**config.mk**
```make
export PLATFORM = sky130hd
export DESIGN_NAME = pixel_plot_receiver
export DESIGN_NICKNAME = d
export VERILOG_FILES = /design/src/rtl/pixel_plot_receiver_pkg.sv /design/src/rtl/pixel_plot_receiver_fifo.sv /design/src/rtl/pixel_plot_receiver.sv
export SDC_FILE = /design/constraint.sdc
export NUM_CORES = 1
export LEC_CHECK = 0
export CAP_MARGIN = 20
export CORE_ASPECT_RATIO = 1.1
export CORE_UTILIZATION = 40
export CTS_BUF_LIST = sky130_fd_sc_hd__clkbuf_4 sky130_fd_sc_hd__clkbuf_8 sky130_fd_sc_hd__clkbuf_16
export CTS_CLUSTER_DIAMETER = 120
export DETAILED_ROUTE_END_ITERATION = 12
export SYNTH_ARGS = -nofsm -noshare
export SYNTH_HDL_FRONTEND = slang
export SYNTH_SLANG_ARGS = --single-unit
```
**constraint.sdc**
```tcl
create_clock -name clk -period 5.3 [get_ports clk]
set_clock_uncertainty 0.1 [all_clocks]
set_input_delay 1.325 -clock clk [delete_from_list [all_inputs] [get_ports clk]]
set_output_delay 1.325 -clock clk [all_outputs]
set_load 0.005 [all_outputs]
```
**src/rtl/pixel_plot_receiver_pkg.sv**
```systemverilog
// Shared widths, FSM encodings and the plot FIFO entry type for the pixel-plot receiver.
package pixel_plot_receiver_pkg;

    localparam int ADDR_W  = 15;
    localparam int COLOR_W = 3;
    localparam int X_W     = 8;
    localparam int Y_W     = 7;

    localparam logic [0:0] ST_RUN   = 1'b0;
    localparam logic [0:0] ST_CLEAR = 1'b1;

    typedef struct packed {
        logic [ADDR_W-1:0]  addr;
        logic [COLOR_W-1:0] color;
    } plot_entry_t;

    // Linear framebuffer address; the product always fits ADDR_W for in-range plots.
    function automatic logic [ADDR_W-1:0] pixel_addr(input logic [X_W-1:0] px,
                                                     input logic [Y_W-1:0] py,
                                                     input int screen_w);
        return ADDR_W'(py) * ADDR_W'(screen_w) + ADDR_W'(px);
    endfunction

endpackage

```
**src/rtl/pixel_plot_receiver_fifo.sv**
```systemverilog
// Small synchronous FIFO of {addr, color} plot entries with a flush that wins over push/pop.
module pixel_fifo
    import pixel_plot_receiver_pkg::*;
#(
    parameter int DEPTH = 4
) (
    input  logic        clk,
    input  logic        resetn,
    input  logic        flush,
    input  logic        push,
    input  plot_entry_t push_data,
    input  logic        pop,
    output plot_entry_t pop_data,
    output logic        full,
    output logic        empty
);

    localparam int PTR_W = (DEPTH > 1) ? $clog2(DEPTH) : 1;

    logic [PTR_W-1:0] wr_ptr_q, wr_ptr_d;
    logic [PTR_W-1:0] rd_ptr_q, rd_ptr_d;
    logic [PTR_W:0]   count_q, count_d;
    plot_entry_t      mem_q [DEPTH];
    logic             do_push;
    logic             do_pop;

    assign full     = (count_q == (PTR_W+1)'(DEPTH));
    assign empty    = (count_q == '0);
    assign do_push  = push && !full && !flush;
    assign do_pop   = pop && !empty && !flush;
    assign pop_data = mem_q[rd_ptr_q];

    // Pointers wrap naturally because DEPTH is a power of two.
    always_comb begin
        wr_ptr_d = wr_ptr_q;
        rd_ptr_d = rd_ptr_q;
        count_d  = count_q;
        if (flush) begin
            wr_ptr_d = '0;
            rd_ptr_d = '0;
            count_d  = '0;
        end else begin
            if (do_push) begin
                wr_ptr_d = wr_ptr_q + PTR_W'(1);
            end
            if (do_pop) begin
                rd_ptr_d = rd_ptr_q + PTR_W'(1);
            end
            case ({do_push, do_pop})
                2'b10:   count_d = count_q + (PTR_W+1)'(1);
                2'b01:   count_d = count_q - (PTR_W+1)'(1);
                default: count_d = count_q;
            endcase
        end
    end

    always_ff @(posedge clk) begin
        if (!resetn) begin
            wr_ptr_q <= '0;
            rd_ptr_q <= '0;
            count_q  <= '0;
        end else begin
            wr_ptr_q <= wr_ptr_d;
            rd_ptr_q <= rd_ptr_d;
            count_q  <= count_d;
        end
    end

    always_ff @(posedge clk) begin
        if (do_push) begin
            mem_q[wr_ptr_q] <= push_data;
        end
    end

endmodule

```
**src/rtl/pixel_plot_receiver.sv**
```systemverilog
// Receives pixel plots, bounds-checks and queues them, and writes them into the shared
// single-port framebuffer RAM alongside scanout reads and a full-screen clear sweep.
module pixel_plot_receiver
    import pixel_plot_receiver_pkg::*;
#(
    parameter int                 SCREEN_W    = 160,
    parameter int                 SCREEN_H    = 120,
    parameter int                 FIFO_DEPTH  = 4,
    parameter logic [COLOR_W-1:0] CLEAR_COLOR = 3'b000
) (
    input  logic               clk,
    input  logic               resetn,
    input  logic [X_W-1:0]     x,
    input  logic [Y_W-1:0]     y,
    input  logic [COLOR_W-1:0] color,
    input  logic               plot,
    output logic               ready,
    input  logic               clear,
    output logic               clearDone,
    input  logic               scanReq,
    input  logic [ADDR_W-1:0]  scanAddr,
    output logic [COLOR_W-1:0] scanData,
    output logic               scanValid,
    output logic [ADDR_W-1:0]  memAddr,
    output logic [COLOR_W-1:0] memData,
    output logic               memWren,
    input  logic [COLOR_W-1:0] memQ,
    output logic [7:0]         dropCount,
    output logic               busy
);

    localparam logic [ADDR_W-1:0] LAST_ADDR = ADDR_W'(SCREEN_W * SCREEN_H - 1);

    logic [0:0]         state_q, state_d;
    logic [ADDR_W-1:0]  clr_cnt_q, clr_cnt_d;
    logic [ADDR_W-1:0]  mem_addr_q, mem_addr_d;
    logic [COLOR_W-1:0] mem_data_q, mem_data_d;
    logic               mem_wren_q, mem_wren_d;
    logic               clear_done_q, clear_done_d;
    logic [1:0]         scan_pipe_q, scan_pipe_d;
    logic [7:0]         drop_count_q, drop_count_d;

    logic        in_range;
    logic        accept;
    logic        clear_start;
    logic        fifo_push;
    logic        fifo_pop;
    logic        fifo_full;
    logic        fifo_empty;
    plot_entry_t push_entry;
    plot_entry_t pop_entry;

    assign in_range    = (int'(x) < SCREEN_W) && (int'(y) < SCREEN_H);
    assign ready       = resetn && (state_q == ST_RUN) && !fifo_full;
    assign accept      = plot && ready;
    assign clear_start = clear && (state_q == ST_RUN);
    // A plot arriving with the clear request is lost to the flush.
    assign fifo_push   = accept && in_range && !clear_start;
    assign push_entry  = {pixel_addr(x, y, SCREEN_W), color};

    pixel_fifo #(
        .DEPTH(FIFO_DEPTH)
    ) u_fifo (
        .clk      (clk),
        .resetn   (resetn),
        .flush    (clear_start),
        .push     (fifo_push),
        .push_data(push_entry),
        .pop      (fifo_pop),
        .pop_data (pop_entry),
        .full     (fifo_full),
        .empty    (fifo_empty)
    );

    always_comb begin
        state_d      = state_q;
        clr_cnt_d    = clr_cnt_q;
        mem_addr_d   = mem_addr_q;
        mem_data_d   = mem_data_q;
        mem_wren_d   = 1'b0;
        clear_done_d = 1'b0;
        fifo_pop     = 1'b0;
        scan_pipe_d  = {scan_pipe_q[0], scanReq};
        drop_count_d = drop_count_q;

        if (accept && !in_range && (drop_count_q != 8'hFF)) begin
            drop_count_d = drop_count_q + 8'd1;
        end

        // Single RAM port: scanout, then the clear sweep, then queued plots.
        if (scanReq) begin
            mem_addr_d = scanAddr;
        end else if (state_q == ST_CLEAR) begin
            mem_addr_d = clr_cnt_q;
            mem_data_d = CLEAR_COLOR;
            mem_wren_d = 1'b1;
            clr_cnt_d  = clr_cnt_q + ADDR_W'(1);
            if (clr_cnt_q == LAST_ADDR) begin
                state_d      = ST_RUN;
                clear_done_d = 1'b1;
            end
        end else if (!fifo_empty && !clear_start) begin
            fifo_pop   = 1'b1;
            mem_addr_d = pop_entry.addr;
            mem_data_d = pop_entry.color;
            mem_wren_d = 1'b1;
        end

        if (clear_start) begin
            state_d   = ST_CLEAR;
            clr_cnt_d = '0;
        end
    end

    always_ff @(posedge clk) begin
        if (!resetn) begin
            state_q      <= ST_RUN;
            clr_cnt_q    <= '0;
            mem_addr_q   <= '0;
            mem_data_q   <= '0;
            mem_wren_q   <= 1'b0;
            clear_done_q <= 1'b0;
            scan_pipe_q  <= '0;
            drop_count_q <= '0;
        end else begin
            state_q      <= state_d;
            clr_cnt_q    <= clr_cnt_d;
            mem_addr_q   <= mem_addr_d;
            mem_data_q   <= mem_data_d;
            mem_wren_q   <= mem_wren_d;
            clear_done_q <= clear_done_d;
            scan_pipe_q  <= scan_pipe_d;
            drop_count_q <= drop_count_d;
        end
    end

    assign memAddr   = mem_addr_q;
    assign memData   = mem_data_q;
    assign memWren   = mem_wren_q;
    assign clearDone = clear_done_q;
    assign scanValid = scan_pipe_q[1];
    assign scanData  = scan_pipe_q[1] ? memQ : '0;
    assign dropCount = drop_count_q;
    assign busy      = !fifo_empty || (state_q == ST_CLEAR);

endmodule

```
==> results.md <==
- Cell mode on critical path: clkdlybuf4s50_1
- Synth Cell Area: 0.005864 sq mm
- Core region area: around 0.014 sq mm
- Top cells by area, synth: edfxtp_1 37%, dfxtp_1 19%, mux4_2 6.9%, ha_1 4.3%, nor2b_1 3.4%
- Fraction of layout instances using a drive strength above 1: 0.1298
- Critical path buffers and inverters: 3
- Dpl ws: 0.8816 ns
- Cell variety after synth: between 50 and 60
- Top cell type's share of synthesized area: 0.3687
- Gr usage total: 0.1707
- Critical R2R Capture: u_fifo.count_q[2]
- DIE WIDTH: between 100 and 150 microns
- CP Cell Sequence: clkdlybuf4s50_1 -> buf_4 -> nand2b_1 -> nor2_1 -> clkdlybuf4s50_1
- Drt pass-1 iters: 4
- Final worst setup slack: ~1.2 ns
- Seq cells post-synth: about 130
- Required @ worst endpoint: slightly below 4 ns
- R2R cell count: 8
- Maximum VDD drop: roughly 250 uV
- Global-route wire length before repair: approximately 20000 microns
- Average size of a mapped cell: approximately 12 sq um
- Cell family with most CP delay: buffers and inverters
- End-of-flow core utilization: 0.5179
- Top_reg_cell synth: edfxtp_1
- Yosys Warn Count: 0
- Die area: ~0.015 sq mm
- Slowest Stage Delay on Critical Path: 0.50 ns
- Hold_buf cts: 0
- CP Launch Type: primary input
- Clock root buffer master: clkbuf_16
- Tcrit/Tclk final: 0.7760
- Static Leakage: around 2.5 nW
- Sink Count: roughly 130
- Setup Fix Bufs, Post-CTS: 0
- Total power: between 2 and 3 mW
- Post-DR wirelength/cell: roughly 16 microns
- Initial Utilization: 0.4076
- Crit path DAT: between 2 and 3 ns
- Syn nets: 537
- Hpwl dp: around 8500 microns
- IO Pins: 75
- RSZ-0062 raised after global routing: no
- H-tree depth: 4
- Vias/cell: 5.219
- Vias in the first global route: 3973
- Post-CTS sizing: 0
- WHS Endpoint: scan_pipe_q[1]
- Layout area overhead: 27.07%
- Fin. max-slew vios: 0
- Status: finished, final reports clean
- Sequential area share after synthesis: 0.5564
- Tightest Pin Transition: 0.9373 ns
- Gate count of the mapped netlist: around 470
- Final Setup Violations: 0
- Number of synthesized flops with an enable pin: between 70 and 80
- Initial antenna violation count: 0
- Final #Nets: 621
- Final Wtd Congestion: between 0.8 and 0.9
- Largest net degree at the start of global routing: 43
- Final Hold Fails: 0
- TritonCTS clock tree: done
- Crit-path slowest cell: clkdlybuf4s50_1
- Min Tclk post-route: around 4 ns
- Max frequency: between 200 and 250 MHz
- # Max-Cap Violations: 0
- R2R setup slack: about 2.5 ns
- Hold_sp: scan_pipe_q[0]
- Clock-pin slew on the worst setup and hold paths: 0.06 ns
- Cts bufs inserted: 17
- Critical path endpoint category: output pin
- Post-Route WL: about 12000 microns
- Core Rows: between 40 and 50
- Worst R2R Start: state_q
- Post-route ant nets: 0
- Total negative slack: 0 ns
- ANT cells: 0
- Drc violations: 0
- Vias: a little under 4000
- Asr flop ratio synth: 0
- Layout filler cell count: between 1000 and 1500
- Slew headroom: 0.3742
- CP Class: primary input to output pin
- Worst-path fanout max: 15
- Starting DRC count in detailed routing: 175
- Worst hold stages: 1
- P per Cell Area: 338.5 mW/mm^2
- Buffers on Ports: 74
- Worst Hold Class: flop to flop
- GR Overflow Total: 0
- Latest clock arrival within the worst-skew pair: slightly above 0.4 ns
- Die Ht: between 100 and 150 microns
- Cell taking the most area after synthesis: edfxtp_1
- Clk buf depth: 2
[how the worst max path moves through the flow]
| stage | from | end | slack, ns | cells past startpoint |
|---|---|---|---|---|
| detailed placement | y[1] | u_fifo.mem_q[2][17] | 0.88 | 8 |
| CTS | resetn | ready | 1.18 | 5 |
| finish | resetn | ready | 1.19 | 5 |
| floorplan | y[1] | u_fifo.mem_q[0][17] | 1.59 | 7 |
| global route | resetn | ready | 1.08 | 5 |
| global placement | y[3] | u_fifo.mem_q[0][17] | 1.0 | 8 |
[state kept, by name (all words and copies together) (netlist names), named ones only]
signal / count
clearDone: 1
clr_cnt_q: 15
dropCount: 8
memAddr: 15
memData: 3
memWren: 1
scan_pipe_q: 2
state_q: 1
u_fifo.count_q: 3
u_fifo.mem_q: 72
u_fifo.rd_ptr_q: 2
u_fifo.wr_ptr_q: 2
[logic make-up (layout without fill, tap and decap cells)]
group                    count (synthesis)  in the layout  synth area share
adder cells (fa/ha/maj)                 23             23           0.05291
AO/OA/AOI/OAI                           86             86            0.1026
multiplexers                            22             22           0.07596
flip-flops                             127            127            0.5564
buffers and inverters                   47            144           0.03307
XOR/XNOR                                21             21           0.03371
AND/OR/NAND/NOR                        147            147            0.1453
[synth_stat cells (5+ instances only)]
cell type and n:
edfxtp_1 72, dfxtp_1 55, nor2b_1 32, inv_1 30, nor2_1 30, ha_1 20, mux4_2 18, o21ai_0 18
a211oi_1 17, a21oi_1 17, o32ai_1 15, xnor2_1 13, nand2_1 12, nand3_1 12, clkbuf_1 9, and3_1 8
xor2_1 7, and2_1 6, nor3_1 6, nand4_1 5
[through the flow]
step / hold WS, ns / instances / instance area [sq um]
after floorplan: 0.3119 / 473 / 5864
after global placement: 0.3250 / 730 / 6824
after detailed placement: 0.3265 / 730 / 6824
after CTS: 0.3400 / 762 / 7452
after global routing: 0.3460 / 762 / 7452
final: 0.3346 / 762 / 7452
[final cells by class]
class	count	area (sq um)	area share
sequential	127	3263	0.4379
clock inverter	13	187.7	0.02518
multi-input combinational	299	2407	0.3230
timing repair buffer	82	800.8	0.1075
inverter	30	112.6	0.01511
clock buffer	19	440.4	0.05910
tap	192	240.2	0.03224
[placed cells by master, fill, tap and decap left out, drive strengths merged, types with 8 or more instances in the layout]
master          n
a211oi         18
a21oi          17
and3            8
buf             8
clkbuf         19
clkdlybuf4s50  74
dfxtp          55
edfxtp         72
ha             20
inv            32
mux4           18
nand2          12
nand3          14
nor2           30
nor2b          32
o21ai          19
o32ai          15
xnor2          13
[power by group]
group / switching, mW / internal, mW
Sequential: 0.00790 / 1.08
Clock: 0.418 / 0.799
Combinational: 0.113 / 0.108
Total: 0.539 / 1.98
[worst reg2reg max path, stage by stage (launching register included)]
cell and delay (ns):
dfxtp_1 0.29, buf_4 0.24, nor4_1 0.69, ha_1 0.31
inv_1 0.07, fa_1 0.39, xor2_1 0.17, or3_1 0.31
a21oi_1 0.14
[layer usage]
metal	share of wire	vias to the layer above	track usage
met5	0	-	0
met4	0.013	0	0.06875
met3	0.036	14	0.03723
met2	0.50	76	0.2917
met1	0.45	1923	0.2113
li1	-	1964	-
Note: power is estimated with default switching activity, not from simulation.
